<file path="src/rtl/alu_pkg.sv">
`default_nettype none
// ============================================================================
//  Module      : alu_pkg
//  Description : Shared definitions for the sequential ALU. Holds the
//                operation encodings and the control FSM state encoding.
//  Revision    : 1.0 - initial release
// ============================================================================
package alu_pkg;

    // Operation select encodings (op port)
    localparam logic [1:0] OP_ADD = 2'b00;
    localparam logic [1:0] OP_SUB = 2'b01;
    localparam logic [1:0] OP_MUL = 2'b10;
    localparam logic [1:0] OP_DIV = 2'b11;

    // Control FSM states, explicitly encoded
    typedef enum logic [1:0] {
        S_IDLE = 2'd0,
        S_ITER = 2'd1,
        S_CORR = 2'd2,
        S_DONE = 2'd3
    } state_t;

endpackage : alu_pkg
`default_nettype wire

</file>
<file path="src/rtl/alu_addsub.sv">
`default_nettype none
// ============================================================================
//  Module      : alu_addsub
//  Description : W-bit adder/subtractor. Computes i_a + i_b, or
//                i_a + ~i_b + 1 when i_sub is set.
//  Ports       : i_a, i_b  - operands (W bits)
//                i_sub     - 1 selects subtraction (also the carry-in)
//                o_sum     - W-bit result
//                o_cout    - carry out of the W-bit addition
//                o_ovf     - two's complement overflow of the W-bit result
//  Revision    : 1.0 - initial release
// ============================================================================
module alu_addsub #(
    parameter int W = 9
) (
    input  logic [W-1:0] i_a,
    input  logic [W-1:0] i_b,
    input  logic         i_sub,
    output logic [W-1:0] o_sum,
    output logic         o_cout,
    output logic         o_ovf
);

    logic [W-1:0] w_b;
    logic [W:0]   w_full;

    assign w_b    = i_b ^ {W{i_sub}};
    assign w_full = {1'b0, i_a} + {1'b0, w_b} + {{W{1'b0}}, i_sub};

    assign o_sum  = w_full[W-1:0];
    assign o_cout = w_full[W];
    // Overflow: both effective operands share a sign that the result lacks
    assign o_ovf  = (i_a[W-1] == w_b[W-1]) && (w_full[W-1] != i_a[W-1]);

endmodule : alu_addsub
`default_nettype wire

</file>
<file path="src/rtl/seq_alu_param.sv">
`default_nettype none
// ============================================================================
//  Module      : seq_alu_param
//  Description : Parametrised sequential integer ALU with start/busy/done
//                handshake. add/sub complete in one iteration, signed Booth
//                multiply and unsigned non-restoring divide take WIDTH
//                iterations (divide adds one remainder-correction cycle).
//  Ports       : clk, rst (async, active-low), start, op[1:0],
//                x_hi/x_lo/y operands, busy/done status,
//                result_hi/result_lo, flag_c/v/z/dz/qo status flags.
//  Revision    : 1.0 - initial release
// ============================================================================
module seq_alu_param
    import alu_pkg::*;
#(
    parameter int WIDTH = 8
) (
    input  logic             clk,
    input  logic             rst,
    input  logic             start,
    input  logic [1:0]       op,
    input  logic [WIDTH-1:0] x_hi,
    input  logic [WIDTH-1:0] x_lo,
    input  logic [WIDTH-1:0] y,
    output logic             busy,
    output logic             done,
    output logic [WIDTH-1:0] result_hi,
    output logic [WIDTH-1:0] result_lo,
    output logic             flag_c,
    output logic             flag_v,
    output logic             flag_z,
    output logic             flag_dz,
    output logic             flag_qo
);

    localparam int CNT_W = $clog2(WIDTH) + 1;

    state_t             r_state;
    logic [1:0]         r_op;
    logic [WIDTH-1:0]   r_y;
    logic [WIDTH:0]     r_a;     // Booth A (sign-extended) or divide partial remainder R
    logic [WIDTH-1:0]   r_q;     // Booth Q / divide quotient / add-sub first operand
    logic               r_qm1;   // Booth q_-1
    logic [CNT_W-1:0]   r_cnt;
    logic [WIDTH-1:0]   r_res_hi;
    logic [WIDTH-1:0]   r_res_lo;
    logic               r_c;
    logic               r_v;
    logic               r_z;
    logic               r_dz;
    logic               r_qo;

    logic [WIDTH:0]     w_add_a;
    logic [WIDTH:0]     w_add_b;
    logic               w_sub;
    logic [WIDTH:0]     w_sum;
    logic               w_cout;
    logic               w_ovf;
    logic               w_accept;
    logic               w_last;
    logic [WIDTH-1:0]   w_mul_lo;
    logic [WIDTH-1:0]   w_div_q;

    assign w_accept = start && ((r_state == S_IDLE) || (r_state == S_DONE));
    assign w_last   = (r_cnt == CNT_W'(1));
    assign w_mul_lo = {w_sum[0], r_q[WIDTH-1:1]};
    assign w_div_q  = {r_q[WIDTH-2:0], ~w_sum[WIDTH]};

    // Operand steering for the single shared adder.
    // add/sub run in the upper WIDTH bits (LSB pads are zero) so the
    // adder's carry and overflow are exactly those of the WIDTH-bit op.
    always_comb begin
        w_add_a = '0;
        w_add_b = '0;
        w_sub   = 1'b0;
        case (r_op)
            OP_ADD, OP_SUB: begin
                w_add_a = {r_q, 1'b0};
                w_add_b = {r_y, 1'b0};
                w_sub   = (r_op == OP_SUB);
            end
            OP_MUL: begin
                // 10 -> A-M, 01 -> A+M, 00/11 -> A+0
                w_add_a = r_a;
                w_sub   = r_q[0] & ~r_qm1;
                w_add_b = (r_q[0] ^ r_qm1) ? {r_y[WIDTH-1], r_y} : '0;
            end
            default: begin
                if (r_state == S_CORR) begin
                    w_add_a = r_a;
                    w_add_b = {1'b0, r_y};
                    w_sub   = 1'b0;
                end else begin
                    // Shift {R,Q} left, then subtract y if R was
                    // non-negative before the shift, else add it.
                    w_add_a = {r_a[WIDTH-1:0], r_q[WIDTH-1]};
                    w_add_b = {1'b0, r_y};
                    w_sub   = ~r_a[WIDTH];
                end
            end
        endcase
    end

    alu_addsub #(
        .W (WIDTH + 1)
    ) u_addsub (
        .i_a    (w_add_a),
        .i_b    (w_add_b),
        .i_sub  (w_sub),
        .o_sum  (w_sum),
        .o_cout (w_cout),
        .o_ovf  (w_ovf)
    );

    always_ff @(posedge clk or negedge rst) begin
        if (!rst) begin
            r_state  <= S_IDLE;
            r_op     <= '0;
            r_y      <= '0;
            r_a      <= '0;
            r_q      <= '0;
            r_qm1    <= 1'b0;
            r_cnt    <= '0;
            r_res_hi <= '0;
            r_res_lo <= '0;
            r_c      <= 1'b0;
            r_v      <= 1'b0;
            r_z      <= 1'b0;
            r_dz     <= 1'b0;
            r_qo     <= 1'b0;
        end else begin
            case (r_state)
                S_IDLE, S_DONE: begin
                    if (w_accept) begin
                        r_op    <= op;
                        r_y     <= y;
                        r_q     <= x_lo;
                        r_qm1   <= 1'b0;
                        r_c     <= 1'b0;
                        r_v     <= 1'b0;
                        r_z     <= 1'b0;
                        r_state <= S_ITER;
                        if (op == OP_DIV) begin
                            r_a  <= {1'b0, x_hi};
                            r_dz <= (y == '0);
                            r_qo <= (y != '0) && (x_hi >= y);
                            // Error cases bypass the iterations entirely
                            r_cnt <= ((y == '0) || (x_hi >= y)) ? CNT_W'(1) : CNT_W'(WIDTH);
                        end else begin
                            r_a   <= '0;
                            r_dz  <= 1'b0;
                            r_qo  <= 1'b0;
                            r_cnt <= (op == OP_MUL) ? CNT_W'(WIDTH) : CNT_W'(1);
                        end
                    end else begin
                        r_state <= S_IDLE;
                    end
                end

                S_ITER: begin
                    if (r_cnt != '0) begin
                        r_cnt <= r_cnt - CNT_W'(1);
                    end
                    if (r_dz || r_qo) begin
                        // Divide error: operands are passed through unchanged
                        r_res_hi <= r_a[WIDTH-1:0];
                        r_res_lo <= r_q;
                        r_state  <= S_DONE;
                    end else begin
                        case (r_op)
                            OP_ADD, OP_SUB: begin
                                r_res_hi <= '0;
                                r_res_lo <= w_sum[WIDTH:1];
                                r_c      <= w_cout;
                                r_v      <= w_ovf;
                                r_z      <= (w_sum[WIDTH:1] == '0);
                                r_state  <= S_DONE;
                            end
                            OP_MUL: begin
                                // Arithmetic shift right of {A,Q,q_-1}
                                r_a   <= {w_sum[WIDTH], w_sum[WIDTH:1]};
                                r_q   <= w_mul_lo;
                                r_qm1 <= r_q[0];
                                if (w_last) begin
                                    r_res_hi <= w_sum[WIDTH:1];
                                    r_res_lo <= w_mul_lo;
                                    r_z      <= ({w_sum[WIDTH:1], w_mul_lo} == '0);
                                    r_state  <= S_DONE;
                                end
                            end
                            default: begin
                                r_a <= w_sum;
                                r_q <= w_div_q;
                                if (w_last) begin
                                    r_state <= S_CORR;
                                end
                            end
                        endcase
                    end
                end

                S_CORR: begin
                    // Negative partial remainder is restored by adding y back
                    r_res_hi <= r_a[WIDTH] ? w_sum[WIDTH-1:0] : r_a[WIDTH-1:0];
                    r_res_lo <= r_q;
                    r_z      <= (r_q == '0);
                    r_state  <= S_DONE;
                end

                default: begin
                    r_state <= S_IDLE;
                end
            endcase
        end
    end

    assign busy      = (r_state == S_ITER) || (r_state == S_CORR);
    assign done      = (r_state == S_DONE);
    assign result_hi = r_res_hi;
    assign result_lo = r_res_lo;
    assign flag_c    = r_c;
    assign flag_v    = r_v;
    assign flag_z    = r_z;
    assign flag_dz   = r_dz;
    assign flag_qo   = r_qo;

endmodule : seq_alu_param
`default_nettype wire

</file>
<file path="config.mk">
export PLATFORM = sky130hd
export DESIGN_NAME = seq_alu_param
export DESIGN_NICKNAME = d
export VERILOG_FILES = /design/src/rtl/alu_pkg.sv /design/src/rtl/alu_addsub.sv /design/src/rtl/seq_alu_param.sv
export SDC_FILE = /design/constraint.sdc
export NUM_CORES = 1
export LEC_CHECK = 0
export CAP_MARGIN = 10
export CORE_MARGIN = 10
export CORE_UTILIZATION = 51
export CTS_CLUSTER_SIZE = 30
export DETAILED_ROUTE_END_ITERATION = 7
export PLACE_DENSITY = 0.78
export SYNTH_ARGS = -nofsm -noshare
export SYNTH_HDL_FRONTEND = slang
export SYNTH_HIERARCHICAL = 1
export SYNTH_SLANG_ARGS = --single-unit
export TNS_END_PERCENT = 20
</file>
<file path="constraint.sdc">
create_clock -name clk -period 3.5 [get_ports clk]
set_input_delay 0.7 -clock clk [delete_from_list [all_inputs] [get_ports clk]]
set_output_delay 0.7 -clock clk [all_outputs]
set_load 0.02 [all_outputs]
</file>
* Word-level counts from Yosys, hierarchy flattened
Index checks and enable logic that the tools add are counted.
** Word-level totals
- Register bits after elaboration :: 55
- Bits of input ports :: 29
- Output and inout port bits :: 23
- Word-level logic and storage cells :: 124
** Cells by class
- Add/subtract/negate cells :: 3
- Order comparisons :: 1
- Equal/unequal tests :: 21
- Muxes and demuxes :: 52
- Bitwise gates (word level) :: 6
- Reduce and logical (&&, ||, !) cells :: 27
** Operators with widths (count)
- 8-bit one-hot mux with 2 select lines :: 6
- 9-bit one-hot mux with 2 select lines :: 4
- 8-bit two-way mux :: 8
- 9-bit two-way mux :: 4
- 8-bit zero test :: 3
- 4-bit two-way mux :: 5
- 16-bit zero test :: 1
- 4-bit AND reduction :: 4
- 1-bit two-way mux :: 13
- 10-bit by 1-bit adder with 10-bit output :: 1
- 9-bit by 9-bit adder with 10-bit output :: 1
- 2-bit equality test (second input constant) :: 5
- 1-bit one-hot mux with 2 select lines :: 5
- 9-bit bitwise XOR :: 1
- 8-bit >= comparator :: 1
- 2-bit != test (second input constant) :: 4
- 4-bit one-hot mux with 2 select lines :: 1
- 8-bit nonzero test :: 1
- 2-bit two-way mux :: 3
- 2-bit one-hot mux with 3 select lines :: 1
- 3-bit AND reduction :: 2
- 2-bit by 1-bit equality test with 1-bit output (second input constant) :: 2
- 4-bit by 1-bit equality test with 1-bit output (second input constant) :: 1
- 2-bit zero test :: 2
- other kinds (20) :: 31

* Logic depth before layout (Yosys ltp)
Gate-level depths: netlist of the first run.
- Word-level depth :: 11
- Mapped depth :: 18

* Cells and area by module
Netlist of the first run, hierarchy kept.
** Modules (own cells, without submodules)
- seq_alu_param :: instances 1, cells each 442, area an instance 3598.5 µm², sequential area each 1376.3 µm²
- alu_addsub :: instances 1, cells each 77, area an instance 585.6 µm², sequential area each 0.0 µm²

* Worst setup path before layout of the first run
No wires, ideal clock.
- Path kind :: reg-to-reg
- Start point :: reg r_state[0]
- End point :: reg r_z, in the netlist flag_z
- Setup time :: 0.065 ns
- Arrival time :: 3.842 ns
- Data required time :: 3.435 ns
- Path slack :: -0.407 ns
- Stages on the path, launching flop included :: 18
- Buffers on the path :: 3
- Period minus slack after synthesis :: 3.907 ns
- Cell sequence :: dfrtp_1 inv_1 ha_1 clkbuf_1 clkbuf_1 o21ai_0 a22o_1 buf_6 xor2_1 ha_1 and2_2 a211o_1 nand4_1 or3b_1 nor4_1 nand4_1 a211oi_1 mux2_2
** On the way
- Longest elaborated chain between the ends :: 11
- Elaborated cells on any way between the ends :: 25
- Classes of those cells :: add/sub: 2; eq/ne: 7; mux: 8; bitwise: 1; reduce/logical: 7
** RTL lines
- start, declared :: RTL line seq_alu_param.sv:38 : state_t r_state;
- start signal, assigned :: RTL line seq_alu_param.sv:117 : r_state <= S_IDLE;
- start signal, assigned :: RTL line seq_alu_param.sv:142 : r_state <= S_ITER;
- start signal, assigned :: RTL line seq_alu_param.sv:156 : r_state <= S_IDLE;
- 2-bit equality test * :: RTL line seq_alu_param.sv:89 : if (r_state == S_CORR) begin
- 1-bit two-way mux * :: RTL line seq_alu_param.sv:89
- 1-bit one-hot mux with 2 select lines * :: RTL line seq_alu_param.sv:76 : case (r_op)
- net w_sub :: RTL line seq_alu_param.sv:55 : logic w_sub;
- 9-bit bitwise XOR :: RTL line alu_addsub.sv:27 : assign w_b = i_b ^ {W{i_sub}};
- 9-bit by 9-bit adder with 10-bit output :: RTL line alu_addsub.sv:28 : assign w_full = {1'b0, i_a} + {1'b0, w_b} + {{W{1'b0}}, i_sub};
- 10-bit by 1-bit adder with 10-bit output * :: RTL line alu_addsub.sv:28
- net w_sum[7] :: RTL line seq_alu_param.sv:56 : logic [WIDTH:0] w_sum;
- 16-bit zero test :: RTL line seq_alu_param.sv:187 : r_z <= ({w_sum[WIDTH:1], w_mul_lo} == '0);
- 1-bit two-way mux :: RTL line seq_alu_param.sv:184 : if (w_last) begin
- 1-bit one-hot mux with 2 select lines * :: RTL line seq_alu_param.sv:170 : case (r_op)
- 1-bit two-way mux * :: RTL line seq_alu_param.sv:164 : if (r_dz || r_qo) begin
- 1-bit one-hot mux with 3 select lines * :: RTL line seq_alu_param.sv:132 : case (r_state)
- end signal, assigned :: RTL line seq_alu_param.sv:176 : r_z <= (w_sum[WIDTH:1] == '0);
- end signal, assigned :: RTL line seq_alu_param.sv:187
- end signal, assigned :: RTL line seq_alu_param.sv:206 : r_z <= (r_q == '0);
- end, declared :: RTL line seq_alu_param.sv:49 : logic r_z;
Mark *: on every way through the listed nets, which the timed path passes. The rest lies on a longest branch. The select of a mux whose other input is x is not followed.
A chain may end at the register's enable or synchronous reset.

* Final worst setup path of the first run
- Start point :: reg r_qm1
- End point :: reg r_a[6]
** On the way
- Longest elaborated chain between the ends :: 9
- Elaborated cells on any way between the ends :: 12
- Classes of those cells :: add/sub: 2; mux: 6; bitwise: 4
** RTL lines
- start, declared :: RTL line seq_alu_param.sv:43 : logic r_qm1;
- start signal, assigned :: RTL line seq_alu_param.sv:183 : r_qm1 <= r_q[0];
- 1-bit bitwise XOR :: RTL line seq_alu_param.sv:86 : w_add_b = (r_q[0] ^ r_qm1) ? {r_y[WIDTH-1], r_y} : '0;
- 9-bit two-way mux :: RTL line seq_alu_param.sv:86
- 9-bit one-hot mux with 2 select lines :: RTL line seq_alu_param.sv:76
- net w_add_b[2] :: RTL line seq_alu_param.sv:54 : logic [WIDTH:0] w_add_b;
- 9-bit bitwise XOR :: RTL line alu_addsub.sv:27
- 9-bit by 9-bit adder with 10-bit output :: RTL line alu_addsub.sv:28
- 10-bit by 1-bit adder with 10-bit output :: RTL line alu_addsub.sv:28
- net w_sum[7] :: RTL line seq_alu_param.sv:56
- 9-bit one-hot mux with 2 select lines :: RTL line seq_alu_param.sv:170
- 9-bit two-way mux :: RTL line seq_alu_param.sv:164
- 9-bit one-hot mux with 2 select lines :: RTL line seq_alu_param.sv:132
- end signal, assigned :: RTL line seq_alu_param.sv:144 : r_a <= {1'b0, x_hi};
- end signal, assigned :: RTL line seq_alu_param.sv:181 : r_a <= {w_sum[WIDTH], w_sum[WIDTH:1]};
- end signal, assigned :: RTL line seq_alu_param.sv:192 : r_a <= w_sum;
- end, declared :: RTL line seq_alu_param.sv:41 : logic [WIDTH:0] r_a;
The timed path passes the listed nets, and every way through them passes these cells. The select of a mux whose other input is x is not followed.

==> results.sh, run 1 <==
export IMPL_outcome="completed"
export IMPL_num_io_pins=52
export IMPL_reg2reg_from="r_qm1"
export IMPL_drc=0
export IMPL_crit_path_start_kind="flip-flop"
export IMPL_cap_violations=0
export IMPL_grt_pass1_vias=4039
export IMPL_first_pass_iters=5
export IMPL_r2r_cells=15
export IMPL_drv_slew=0
export IMPL_synth_warnings=6
export IMPL_skew_ps=6.27
export IMPL_synth_cell_types=58
export IMPL_netlist_instances=519
export IMPL_avgViaCountPerCell=6.07
export IMPL_worst_ep_arrival_time_ps=3630
export IMPL_globalplace_congestion=0.978
export IMPL_synth_top_cells_by_area="dfrtp_1, nand2_1, ha_1, o21ai_0, mux2i_1"
export IMPL_synthToLayoutAreaGrowth_pct=22.2
export IMPL_ys_ff_latch=55
export IMPL_clockRootBuffer="clkbuf_8"
export IMPL_die_w_um=111
export IMPL_crit_buf_inv=3
export IMPL_cts_sinks=55
export IMPL_initial_utilization_pct=53.3
export IMPL_final_core_util_pct=65.2
export IMPL_final_cells=677
export IMPL_met3_usage_pct=5.73
export IMPL_rsz0062_at_grt="true"
export IMPL_dieArea_sq_um=12200
export IMPL_cp_slowest_stage_delay_ps=380
export IMPL_relSlewSlack_pct=40.3
export IMPL_yosysMostFrequentCell="nand2_1"
export IMPL_clk_latency_ps=320
export IMPL_use_met2_pct=31.0
export IMPL_h_tree_depth=2
export IMPL_end_kind="flip-flop"
export IMPL_required_ps=3770
export IMPL_synth_edf_count=0
export IMPL_core_sq_um=7850
export IMPL_row_count=32
export IMPL_track_usage_pct=19.4
export IMPL_yosysSeqAreaShare_pct=32.9
export IMPL_cpLargestDelayFamily="compound AO/OA/AOI/OAI gates"
export IMPL_clk_path_buf_depth=2
export IMPL_num_vias=4109
export IMPL_synth_top_area_share_pct=32.9
export IMPL_synth_top_area_cell="dfrtp_1"
export IMPL_crit_start="r_qm1"
export IMPL_ys_dominant_reg_cell="dfrtp_1"
export IMPL_hpwl_mm=9.48
export IMPL_grt_busiest_layer="met2"
export IMPL_hold_viol=0
export IMPL_drtAntennaViolNets=0
export IMPL_finalCritPeriodShare_pct=96.1
export IMPL_syn_avg_cell_area_sq_um=8.06
export IMPL_hold_class="in -> async"
export IMPL_yosys_top_cells_count="nand2_1, dfrtp_1, o21ai_0"
export IMPL_drt_total_wl_mm=12.5
export IMPL_overflow=0
export IMPL_crit_type="reg -> reg"
export IMPL_syn_area_sq_um=4180
export IMPL_synth_net_count=573
export IMPL_worst_path_max_fanout=8
export IMPL_ys_async_sr_fraction_pct=100
export IMPL_final_min_clock_period_ps=3360
export IMPL_cts_buffers=5
export IMPL_io_buffers=51
export IMPL_hold_ws_ps=393
export IMPL_grt_max_degree=54
export IMPL_drive_above_1_share_pct=13.2
export IMPL_tightestPinTransition_ps=895
export IMPL_diodes=0
export IMPL_r2r_end="r_a[6]"
export IMPL_antenna_found_initial=0
export IMPL_dieHeight_um=111
export IMPL_avgRoutedWirePerCell_um=18.5
export IMPL_setup_viol=0
export IMPL_hold_buffers=0
export IMPL_grt_pass1_wl_mm=20.3
export IMPL_path_cells="inv_1 -> ha_1 -> nor2b_4 -> o22ai_2 -> xor2_1 -> ha_1 -> and2_2 -> a211o_1 -> buf_4 -> a2111oi_4 -> or3b_4 -> buf_4 -> nand2_1 -> a311oi_2 -> a21o_1"
export IMPL_cts_tree="built"
export IMPL_path_clk_slew_ps=110
export IMPL_crit_slowest_cell="dfrtp_1"
export IMPL_drtIter0Drc=336
export IMPL_reg2reg_slack_ps=140
export IMPL_fmax_mhz=297
export IMPL_place_inst=668
export IMPL_num_nets_final=628
export IMPL_use_met1_pct=24.2
## placed cells by master, fill, tap and decap left out, types with 7 or more instances in the layout
| master | instances |
|---|---|
| dfrtp_1 | 54 |
| and3_1 | 7 |
| ha_1 | 23 |
| a21o_1 | 15 |
| nand2_1 | 91 |
| nor2b_1 | 7 |
| mux2i_1 | 16 |
| a21oi_1 | 23 |
| clkdlybuf4s50_1 | 50 |
| nor2_1 | 21 |
| o21ai_0 | 50 |
| nand3_1 | 22 |
| inv_1 | 23 |
| xor2_1 | 11 |
| nor3_1 | 10 |
| buf_4 | 33 |
| a211oi_1 | 7 |
## routing by layer
metal	up-vias	part of all wire (%)
li1	1959	-
met1	1981	43
met2	149	47
met3	20	8.4
met4	0	2.2
met5	-	0
## per-stage QoR
stage,setup WS (ps),instance area (sq um),setup TNS [ps]
2_1_floorplan,8.70,4210,0
3_3_place_gp,-97.4,4920,-170
3_5_place_dp,-163,4920,-975
4_1_cts,0.709,5020,0
5_1_grt,-24.2,5110,-33.1
6_report,137,5110,0
## how the worst max path moves through the flow
stage | endpoint | slack [ps] | cells after the start
global route | flag_z | -20 | 17
global placement | flag_z | -100 | 16
finish | r_a[6] | 140 | 15
CTS | r_a[7] | 0.7 | 16
floorplan | flag_z | 9 | 16
detailed placement | flag_z | -160 | 16
## state kept, by name, indices dropped and copies added, names as in the netlist
name,count
r_qm1,1
flag_v,1
flag_z,1
flag_c,1
r_a,9
r_q,8
result_hi,8
r_y,8
r_op,2
flag_qo,1
result_lo,8
r_state,2
r_cnt,4
flag_dz,1
## cell families after synthesis
group | after synthesis | synth area share (%)
AO/OA/AOI/OAI | 153 | 23.8
adder cells (fa/ha/maj) | 25 | 7.66
multiplexers | 20 | 4.99
XOR/XNOR | 16 | 3.35
AND/OR/NAND/NOR | 189 | 21.1
flip-flops | 55 | 32.9
buffers and inverters | 61 | 6.22
## final cells by class
| type | instances | area, sq um |
|---|---|---|
| inverter | 24 | 90.1 |
| clock inverter | 3 | 23.8 |
| sequential | 55 | 1380 |
| timing repair buffer | 85 | 773 |
| multi-input combinational | 403 | 2650 |
| tap | 102 | 128 |
| fill | 709 | 2730 |
| clock buffer | 5 | 68.8 |
## timing repair
action / 4_1_cts / 5_1_grt
buffers inserted: 0 / 1
gates resized for setup: 3 / 19
pin swaps: 0 / 5
cloned: 0 / 0
endpoints found under the setup margin: 13 / 18
Power of run 1 is left out: the tool's default activity adds up to more than one toggle a clock period on the data nets, which glitch-free logic cannot reach.
==> run 2: changes to the inputs <==
Settings changed: SLEW_MARGIN from default to 20.
==> results of run 2 <==
Same layout as run 1: the final DEF is identical, and so are final timing and power.
Power of run 2 is left out for the same reason.
==> run 3: changes to the inputs <==
Settings changed: CORE_MARGIN 10 to 8.
==> results.sh, run 3 (synthesis results as in run 1) <==
export IMPL_initial_utilization_pct=51.7
export IMPL_cts_sinks=55
export IMPL_overflow=0
export IMPL_cts_tree="built"
export IMPL_fmax_mhz=295
export IMPL_clockRootBuffer="clkbuf_8"
export IMPL_die_w_um=107
export IMPL_setup_viol=0
export IMPL_dieHeight_um=107
export IMPL_met2WireLength_mm=5.73
export IMPL_skew_ps=5.01
export IMPL_clk_latency_ps=320
export IMPL_drc=0
export IMPL_required_ps=3770
export IMPL_drtIter0Drc=282
export IMPL_r2r_cells=15
export IMPL_hold_class="in -> async"
export IMPL_r2r_end="flag_z"
export IMPL_dieArea_sq_um=11400
export IMPL_avgViaCountPerCell=6.05
export IMPL_grt_pass1_vias=4046
export IMPL_outcome="completed"
export IMPL_cpLargestDelayFamily="compound AO/OA/AOI/OAI gates"
export IMPL_track_usage_pct=21.2
export IMPL_hold_viol=0
export IMPL_clk_path_buf_depth=2
export IMPL_wl_met3_um=975
export IMPL_fillers=715
export IMPL_grt_max_degree=33
export IMPL_drv_slew=0
export IMPL_num_vias=4130
export IMPL_grt_pass1_wl_mm=19.7
export IMPL_row_count=33
export IMPL_crit_cells=15
export IMPL_hpwl_mm=9.03
export IMPL_top_layer_used="met4"
export IMPL_worst_ep_arrival_time_ps=3660
export IMPL_first_pass_iters=5
export IMPL_drt_total_wl_mm=12.2
export IMPL_drtAntennaViolNets=0
export IMPL_diodes=0
export IMPL_crit_path_frequent_cell="nand4_1"
export IMPL_cp_slowest_stage_delay_ps=420
export IMPL_regMostFlops="r_a"
export IMPL_largest_register_ffs=9
export IMPL_path_cells="inv_2 -> ha_4 -> o21ai_1 -> a22o_1 -> buf_12 -> xor2_1 -> ha_1 -> a21o_1 -> a211o_1 -> nand4_1 -> or3b_4 -> nor4_4 -> nand4_1 -> a211oi_2 -> mux2_2"
export IMPL_path_clk_slew_ps=110
export IMPL_synthToLayoutAreaGrowth_pct=24.6
export IMPL_layout_common_cells="nand2_1, dfrtp_1, o21ai_0, clkdlybuf4s50_1, buf_4"
export IMPL_reg2reg_slack_ps=110
export IMPL_layout_cells_most_common="nand2_1"
export IMPL_hold_buffers=0
export IMPL_crit_buf_inv=2
export IMPL_core_sq_um=8090
export IMPL_io_buffers=51
export IMPL_drive_above_1_share_pct=14.0
export IMPL_tightestPinTransition_ps=809
export IMPL_cap_violations=0
export IMPL_cts_buffers=5
export IMPL_crit_path_end="flag_z"
export IMPL_num_nets_final=631
export IMPL_worst_path_max_fanout=6
export IMPL_antenna_found_initial=0
export IMPL_crit_slowest_cell="or3b_4"
export IMPL_finalCritPeriodShare_pct=96.8
export IMPL_final_setup_tns_ps=0
export IMPL_wl_met1_mm=5.12
export IMPL_place_area_sq_um=4900
export IMPL_num_io_pins=52
export IMPL_h_tree_depth=2
export IMPL_crit_start="r_state[0]"
export IMPL_avgRoutedWirePerCell_um=17.9
export IMPL_relSlewSlack_pct=46.1
export IMPL_final_min_clock_period_ps=3390
export IMPL_crit_path_start_kind="flip-flop"
export IMPL_end_kind="flip-flop"
export IMPL_globalplace_congestion=0.945
export IMPL_crit_type="reg -> reg"
export IMPL_post_route_cell_area_sq_um=5210
export IMPL_reg2reg_from="r_state[0]"
[run 3: cell type report]
class | count | area [sq um] | share of cell area, %
multi-input cells | 403 | 2720 | 52.2
flip-flops and latches | 55 | 1380 | 26.4
repair buffers | 88 | 797 | 15.3
well taps | 105 | 131 | 2.52
inverters | 24 | 90.1 | 1.73
clock buffers | 5 | 68.8 | 1.32
clock inverters | 3 | 27.5 | 0.528
[run 3: metal layers]
layer | vias up | global-route usage, %
li1 | 1968 | -
met1 | 1950 | 27.3
met2 | 178 | 33.3
met3 | 34 | 5.58
met4 | 0 | 8.04
met5 | - | 0
[run 3: what timing repair did]
| item | 4_1_cts | 5_1_grt |
|---|---|---|
| pin swaps | 0 | 12 |
| endpoints found under the setup margin | 8 | 13 |
| buffers inserted | 0 | 8 |
| resized for setup | 3 | 27 |
[run 3: worst min path at each step]
stage,cells past startpoint,endpoint,slack [ps]
floorplan,0,flag_c,400
global placement,1,result_hi[2],460
detailed placement,1,result_hi[0],470
CTS,1,result_hi[1],380
global route,1,result_lo[6],390
finish,1,result_hi[2],380
[run 3: through the flow]
stage	instances	hold slack, ps	util [%]	setup slack [ps]
2_1_floorplan	519	404	-	8.70
3_3_place_gp	668	459	60.5	-73.2
3_5_place_dp	668	468	60.5	-174
4_1_cts	676	383	61.9	2.36
5_1_grt	683	390	64.4	-31.2
6_report	683	377	64.4	111
Power of run 3 is left out for the same reason.
